`src/rtl/floor_scheduler_if.sv`:
```
// Button/position inputs and scheduler outputs for floor_scheduler.
// The master drives calls and car position; the slave is the scheduler.
interface floor_scheduler_if #(
  parameter int FLOORS = 6
);
  logic [FLOORS-1:0] callReq;
  logic [FLOORS-1:0] currentFloor;
  logic [FLOORS-1:0] nextFloor;
  logic [FLOORS-1:0] pending;
  logic              doorOpen;
  logic [1:0]        sweep;

  modport master (
    output callReq, currentFloor,
    input  nextFloor, pending, doorOpen, sweep
  );

  modport slave (
    input  callReq, currentFloor,
    output nextFloor, pending, doorOpen, sweep
  );
endinterface

```
`src/rtl/floor_scheduler.sv`:
```
// SCAN-policy request scheduler for the elevator car: latches calls, picks the
// next target floor, times the door dwell and clears served requests.
module floor_scheduler #(
  parameter int FLOORS      = 6,
  parameter int DOOR_CYCLES = 4
) (
  input logic              clk,
  input logic              reset,
  floor_scheduler_if.slave bus
);
  localparam int IW = (FLOORS > 1) ? $clog2(FLOORS) : 1;
  localparam int CW = (DOOR_CYCLES > 1) ? $clog2(DOOR_CYCLES) : 1;
  localparam logic [CW-1:0] DWELL_LOAD = CW'(DOOR_CYCLES - 1);

  localparam logic [1:0] SW_UP   = 2'b10;
  localparam logic [1:0] SW_DN   = 2'b01;
  localparam logic [1:0] SW_NONE = 2'b00;

  typedef enum logic [1:0] {
    IDLE,
    SERVE,
    DOOR
  } state_t;

  state_t            state_q;
  logic [FLOORS-1:0] pending_q;
  logic [FLOORS-1:0] next_q;
  logic              door_q;
  logic [1:0]        sweep_q;
  logic [CW-1:0]     cnt_q;

  logic              cur_valid;
  logic [IW-1:0]     cur_idx;
  logic [IW-1:0]     up_idx;
  logic [IW-1:0]     dn_idx;
  logic              up_found;
  logic              dn_found;
  logic              pick_up;
  logic              has_tgt;
  logic [IW-1:0]     tgt_idx;
  logic [FLOORS-1:0] tgt_d;
  logic [FLOORS-1:0] latched;
  logic              at_call;
  logic              at_target;
  logic              reopen;

  assign cur_valid = $onehot(bus.currentFloor);
  assign latched   = pending_q | bus.callReq;
  assign at_call   = |(pending_q & bus.currentFloor);
  assign at_target = cur_valid && (bus.currentFloor == next_q);
  assign reopen    = |(bus.callReq & bus.currentFloor);

  // Nearest pending floor strictly above / below the car, then SCAN choice.
  always_comb begin
    cur_idx  = '0;
    up_idx   = '0;
    dn_idx   = '0;
    up_found = 1'b0;
    dn_found = 1'b0;
    for (int unsigned i = 0; i < FLOORS; i++) begin
      if (bus.currentFloor[i]) cur_idx = IW'(i);
    end
    for (int unsigned i = 0; i < FLOORS; i++) begin
      if (pending_q[i] && (IW'(i) > cur_idx) && !up_found) begin
        up_found = 1'b1;
        up_idx   = IW'(i);
      end
      if (pending_q[i] && (IW'(i) < cur_idx)) begin
        dn_found = 1'b1;
        dn_idx   = IW'(i);
      end
    end

    case (sweep_q)
      SW_UP:   pick_up = up_found;
      SW_DN:   pick_up = !dn_found;
      default: pick_up = up_found &&
                         (!dn_found || ((up_idx - cur_idx) <= (cur_idx - dn_idx)));
    endcase

    has_tgt = up_found | dn_found;
    tgt_idx = pick_up ? up_idx : dn_idx;
    tgt_d   = '0;
    if (has_tgt) begin
      for (int unsigned i = 0; i < FLOORS; i++) begin
        if (IW'(i) == tgt_idx) tgt_d[i] = 1'b1;
      end
    end
  end

  // Sweep direction only changes on the IDLE -> SERVE decision.
  always_ff @(posedge clk) begin
    if (reset) begin
      state_q   <= IDLE;
      pending_q <= '0;
      next_q    <= '0;
      door_q    <= 1'b0;
      sweep_q   <= SW_NONE;
      cnt_q     <= '0;
    end else begin
      pending_q <= latched;
      case (state_q)
        IDLE: begin
          if (!cur_valid) begin
            state_q <= IDLE;
          end else if (at_call) begin
            state_q   <= DOOR;
            door_q    <= 1'b1;
            cnt_q     <= DWELL_LOAD;
            pending_q <= latched & ~bus.currentFloor;
          end else if (|pending_q) begin
            state_q <= SERVE;
            next_q  <= tgt_d;
            sweep_q <= pick_up ? SW_UP : SW_DN;
          end else begin
            sweep_q <= SW_NONE;
          end
        end

        SERVE: begin
          if (at_target) begin
            state_q   <= DOOR;
            next_q    <= '0;
            door_q    <= 1'b1;
            cnt_q     <= DWELL_LOAD;
            pending_q <= latched & ~bus.currentFloor;
          end else if (pending_q == '0) begin
            state_q <= IDLE;
            next_q  <= '0;
          end else if (cur_valid && has_tgt) begin
            next_q <= tgt_d;
          end
        end

        DOOR: begin
          // A call at the open floor is swallowed and restarts the dwell.
          pending_q <= latched & ~bus.currentFloor;
          if (reopen) begin
            cnt_q <= DWELL_LOAD;
          end else if (cnt_q == '0) begin
            state_q <= IDLE;
            door_q  <= 1'b0;
          end else begin
            cnt_q <= cnt_q - 1'b1;
          end
        end

        default: state_q <= IDLE;
      endcase
    end
  end

  assign bus.nextFloor = next_q;
  assign bus.pending   = pending_q;
  assign bus.doorOpen  = door_q;
  assign bus.sweep     = sweep_q;
endmodule

```
`src/flat_wrapper.sv`:
```
// flat-port wrapper written by rule: the top's interface ports become plain ports
module floor_scheduler_flat 
#(
  parameter int FLOORS      = 6,
  parameter int DOOR_CYCLES = 4
)
  (clk, reset, bus_callReq, bus_currentFloor, bus_nextFloor, bus_pending, bus_doorOpen, bus_sweep);
  floor_scheduler_if #(.FLOORS(FLOORS)) bus_i ();
  input logic clk;
  input logic reset;
  input wire logic [$bits(bus_i.callReq)-1:0] bus_callReq;
  input wire logic [$bits(bus_i.currentFloor)-1:0] bus_currentFloor;
  output wire logic [$bits(bus_i.nextFloor)-1:0] bus_nextFloor;
  output wire logic [$bits(bus_i.pending)-1:0] bus_pending;
  output wire logic [$bits(bus_i.doorOpen)-1:0] bus_doorOpen;
  output wire logic [$bits(bus_i.sweep)-1:0] bus_sweep;
  assign bus_i.callReq = bus_callReq;
  assign bus_i.currentFloor = bus_currentFloor;
  assign bus_nextFloor = bus_i.nextFloor;
  assign bus_pending = bus_i.pending;
  assign bus_doorOpen = bus_i.doorOpen;
  assign bus_sweep = bus_i.sweep;
  floor_scheduler #(.FLOORS(FLOORS), .DOOR_CYCLES(DOOR_CYCLES)) u_core (.clk(clk), .reset(reset), .bus(bus_i));
endmodule
```
`config.mk`:
```
export PLATFORM = sky130hd
export DESIGN_NAME = floor_scheduler_flat
export DESIGN_NICKNAME = d
export VERILOG_FILES = /design/src/rtl/floor_scheduler_if.sv /design/src/rtl/floor_scheduler.sv /design/src/flat_wrapper.sv
export SDC_FILE = /design/constraint.sdc
export NUM_CORES = 1
export LEC_CHECK = 0
export ABC_AREA = 1
export CELL_PAD_IN_SITES_DETAIL_PLACEMENT = 1
export CELL_PAD_IN_SITES_GLOBAL_PLACEMENT = 2
export CORE_MARGIN = 5
export CORE_UTILIZATION = 30
export DETAILED_ROUTE_END_ITERATION = 10
export PLACE_DENSITY_LB_ADDON = 0.1
export SYNTH_ARGS = -nofsm -noshare
export SYNTH_HDL_FRONTEND = slang
export SYNTH_SLANG_ARGS = --single-unit
```
`constraint.sdc`:
```
create_clock -name clk -period 4.9 [get_ports clk]
set_input_delay 0.98 -clock clk [delete_from_list [all_inputs] [get_ports clk]]
set_output_delay 0.98 -clock clk [all_outputs]
set_load 0.005 [all_outputs]
```
==> out/metrics.yaml <==
overflow: 0
synth_top_area_share: 0.189
slew_viol_final: 0
ff2ff_path_depth: 21
r2r-end: "u_core.bus.nextFloor[0]$_SDFFE_PP0P_"
crit_fanout: 7
path_buf_inv: 4
cp-start-kind: "primary input"
slowest_delay_ns: 0.53
sw_frac_of_total: 0.460
slew_headroom: 0.515
timing_worst_slew_pin_value_ns: 0.723
multi_input_comb_area_um2: 1380
period_share: 0.932
fp.coreArea_um2: 6460
clock_latency_ns: 0.26
grt_usage: 0.155
hold_start: "u_core.cnt_q[1]$_SDFFE_PP0P_"
status: "finished, final reports clean"
min_period_ns: 4.57
maxCapViolCount: 0
synthDistinctLibCells: 32
io_buffers: 28
hold_viol_final: 0
yosysWarnings: 0
synthCells: 298
final-seq-area_um2: 380
slowest_stage: "clkdlybuf4s50_1"
drive_gt1_frac: 0.183
critPathMostFrequentCell: "nand2_2"
clockBufferDepth: 2
max_freq_ghz: 0.219
final_antenna_net_count: 0
setup_viol: 0
drt_iter0_drc: 61
wire_per_inst_um: 14.5
crit_path_end_kind: "flip-flop"
min_path_cells: 2
fillers: 824
syn_avg_cell_area_um2: 6.77
clk_pin_slew_ns: 0.08
netSwitchingPower_uw: 364
drc: 0
clockPowerShare: 0.146
syn_area_um2: 2020
h-tree-depth: 1
yosysTopAreaCell: "dfxtp_1"
critical_path.top_delay_family: "adder cells"
critPathKind: "in -> reg"
combPwrFrac: 0.599
finalWeightedCongestion: 0.802
place_hpwl_mm: 5.25
dieHeight_um: 92.0
dr.pass1.iters: 4
internal_power_uw: 426
p_leak_uw: 0.00128
clock_sinks: 19
grt_max_degree: 15
row_count: 29
skew_ns: 0.00534
ir_drop_mv: 0.107
ios: 29
vias_per_cell: 4.72
crit_required_ns: 5.08
fin_nets: 372
cts_buffers: 3
start_util: 0.312
grt_pass1_vias: 2137
synth.area.top_cells: "dfxtp_1 19%, inv_1 12%, nand2_1 10%"
vias: 1957
routed_wl_mm: 6.03
cts-root-buf: "clkbuf_8"
synth_nets: 331
dp_cells: 411
holdPathEnd: "u_core.cnt_q[1]$_SDFFE_PP0P_"
timing.rr.start: "u_core.bus.pending[2]$_SDFF_PP0_"
diodes: 0
grt_pass1_wl_mm: 10.5
dieArea_um2: 8460
arrival_ns: 4.75
antenna_found_initial: 0
area_growth_pct: 24.8
final_util: 0.390
cts_tree: "built"
seq_power_share: 0.255
fin_cells: 415
synth_seq_cells: 19
ys_seq_area_frac: 0.189
hold_path_class: "reg -> reg"
reg2reg_slack_ns: 1.67
powerDensity_nw_per_um2: 314
die_w_um: 92.0
## routing by layer
metal	vias to the layer above	track usage	wire [µm]
li1	1018	-	-
met1	913	0.214	3110
met2	18	0.252	2750
met3	8	0.0188	88
met4	0	0.0470	86
met5	-	0	0
## kinds of logic (layout without fill, tap and decap cells)
family / count (synthesis) / count (layout) / share of synthesized area
buffers and inverters: 70 / 110 / 0.132
AOI/OAI and AO/OA: 41 / 41 / 0.141
adders and majority gates: 19 / 19 / 0.133
and+or+nand+nor: 140 / 140 / 0.367
xor gates and xnor gates: 9 / 9 / 0.0391
DFF: 19 / 19 / 0.189
## worst max path at each step
stage	to	startpoint	slack (ns)	depth (start not counted)
final	u_core.bus.nextFloor[0]$_SDFFE_PP0P_	bus_currentFloor[2]	0.33	25
after global routing	u_core.bus.nextFloor[0]$_SDFFE_PP0P_	bus_currentFloor[2]	-0.005	25
after CTS	u_core.bus.nextFloor[0]$_SDFFE_PP0P_	bus_currentFloor[3]	0.25	26
after detailed placement	u_core.bus.nextFloor[0]$_SDFFE_PP0P_	bus_currentFloor[3]	-0.009	26
after global placement	u_core.bus.nextFloor[3]$_SDFFE_PP0P_	bus_currentFloor[3]	0.15	24
after floorplan	u_core.bus.nextFloor[5]$_SDFFE_PP0P_	bus_currentFloor[5]	0.82	23
## placed cells by master, fill, tap and decap left out, drive strengths merged
cell	synthesis	final
a21oi	20	20
buf	0	9
o2111ai	1	1
dfxtp	19	19
clkbuf	1	4
nor2	33	33
o22ai	4	4
nand3	22	22
a32oi	1	1
nand4	4	4
o221ai	2	2
nand2	74	74
dlymetal6s2s	0	1
o31ai	4	4
inv	69	69
o211ai	1	1
ha	15	15
nand3b	2	2
o21bai	1	1
fa	4	4
nor3	5	5
xor2	9	9
o21ai	7	7
clkdlybuf4s50	0	27
## metrics by stage
step	cell area, µm²	total power [µW]	hold WS [ns]	worst slack, ns	TNS, ns
final	2520	790	0.509	0.334	0
after global routing	2520	882	0.546	-0.00512	-0.00585
after CTS	2500	796	0.519	0.254	0
after detailed placement	2460	674	0.498	-0.00935	-0.00935
after global placement	2460	666	0.485	0.153	0
after floorplan	2020	519	0.467	0.817	0
## state kept, by name, indices dropped and copies added (netlist names)
register              cells
u_core.bus.pending        6
u_core.bus.sweep          2
u_core.bus.doorOpen       1
u_core.state_q            2
u_core.bus.nextFloor      6
u_core.cnt_q              2
## power groups by stage
| stage | clock network [µW] | registers, µW | logic [µW] |
|---|---|---|---|
| 2_1_floorplan | 0 | 202 | 316 |
| 3_3_place_gp | 0 | 206 | 460 |
| 3_5_place_dp | 0 | 206 | 468 |
| 4_1_cts | 123 | 203 | 471 |
| 5_1_grt | 130 | 207 | 544 |
| 6_report | 115 | 202 | 473 |
## layout make-up
class | count | area share
multi-input cells | 209 | 0.550
repair buffers | 37 | 0.139
well taps | 77 | 0.0383
clock buffers | 4 | 0.0179
inverters | 69 | 0.104
flip-flops and latches | 19 | 0.151
## synthesized netlist by cell type
cell type / n
nand3_2: 6
o2111ai_1: 1
o211ai_1: 1
inv_2: 4
nor2_1: 26
nand4_1: 4
o21bai_1: 1
nand2_2: 10
a21oi_1: 12
nor2_4: 4
fa_1: 4
a21oi_4: 2
inv_1: 64
dfxtp_1: 19
nor3_1: 3
ha_1: 15
o21ai_1: 2
nand2_1: 56
a21oi_2: 6
xor2_1: 9
nand3_1: 16
nor2_2: 3
nand3b_1: 2
o21ai_0: 5
nor3_2: 2
nand2_4: 8
o31ai_1: 4
o221ai_1: 2
inv_4: 1
o22ai_1: 4
clkbuf_1: 1
a32oi_1: 1
## worst min-delay path, stage by stage (launching register included)
cell	delay (ns)
dfxtp_1	0.33
o211ai_1	0.10
inv_1	0.05
## repair_timing
| item | in CTS | in global routing |
|---|---|---|
| endpoints found under the setup margin | 0 | 6 |
| buffers inserted | 0 | 0 |
| hold buffers | 0 | 0 |
| resized for setup | 0 | 5 |
| endpoints found under the hold margin | 0 | 0 |
No activity file was read; power rests on OpenSTA's default activity.
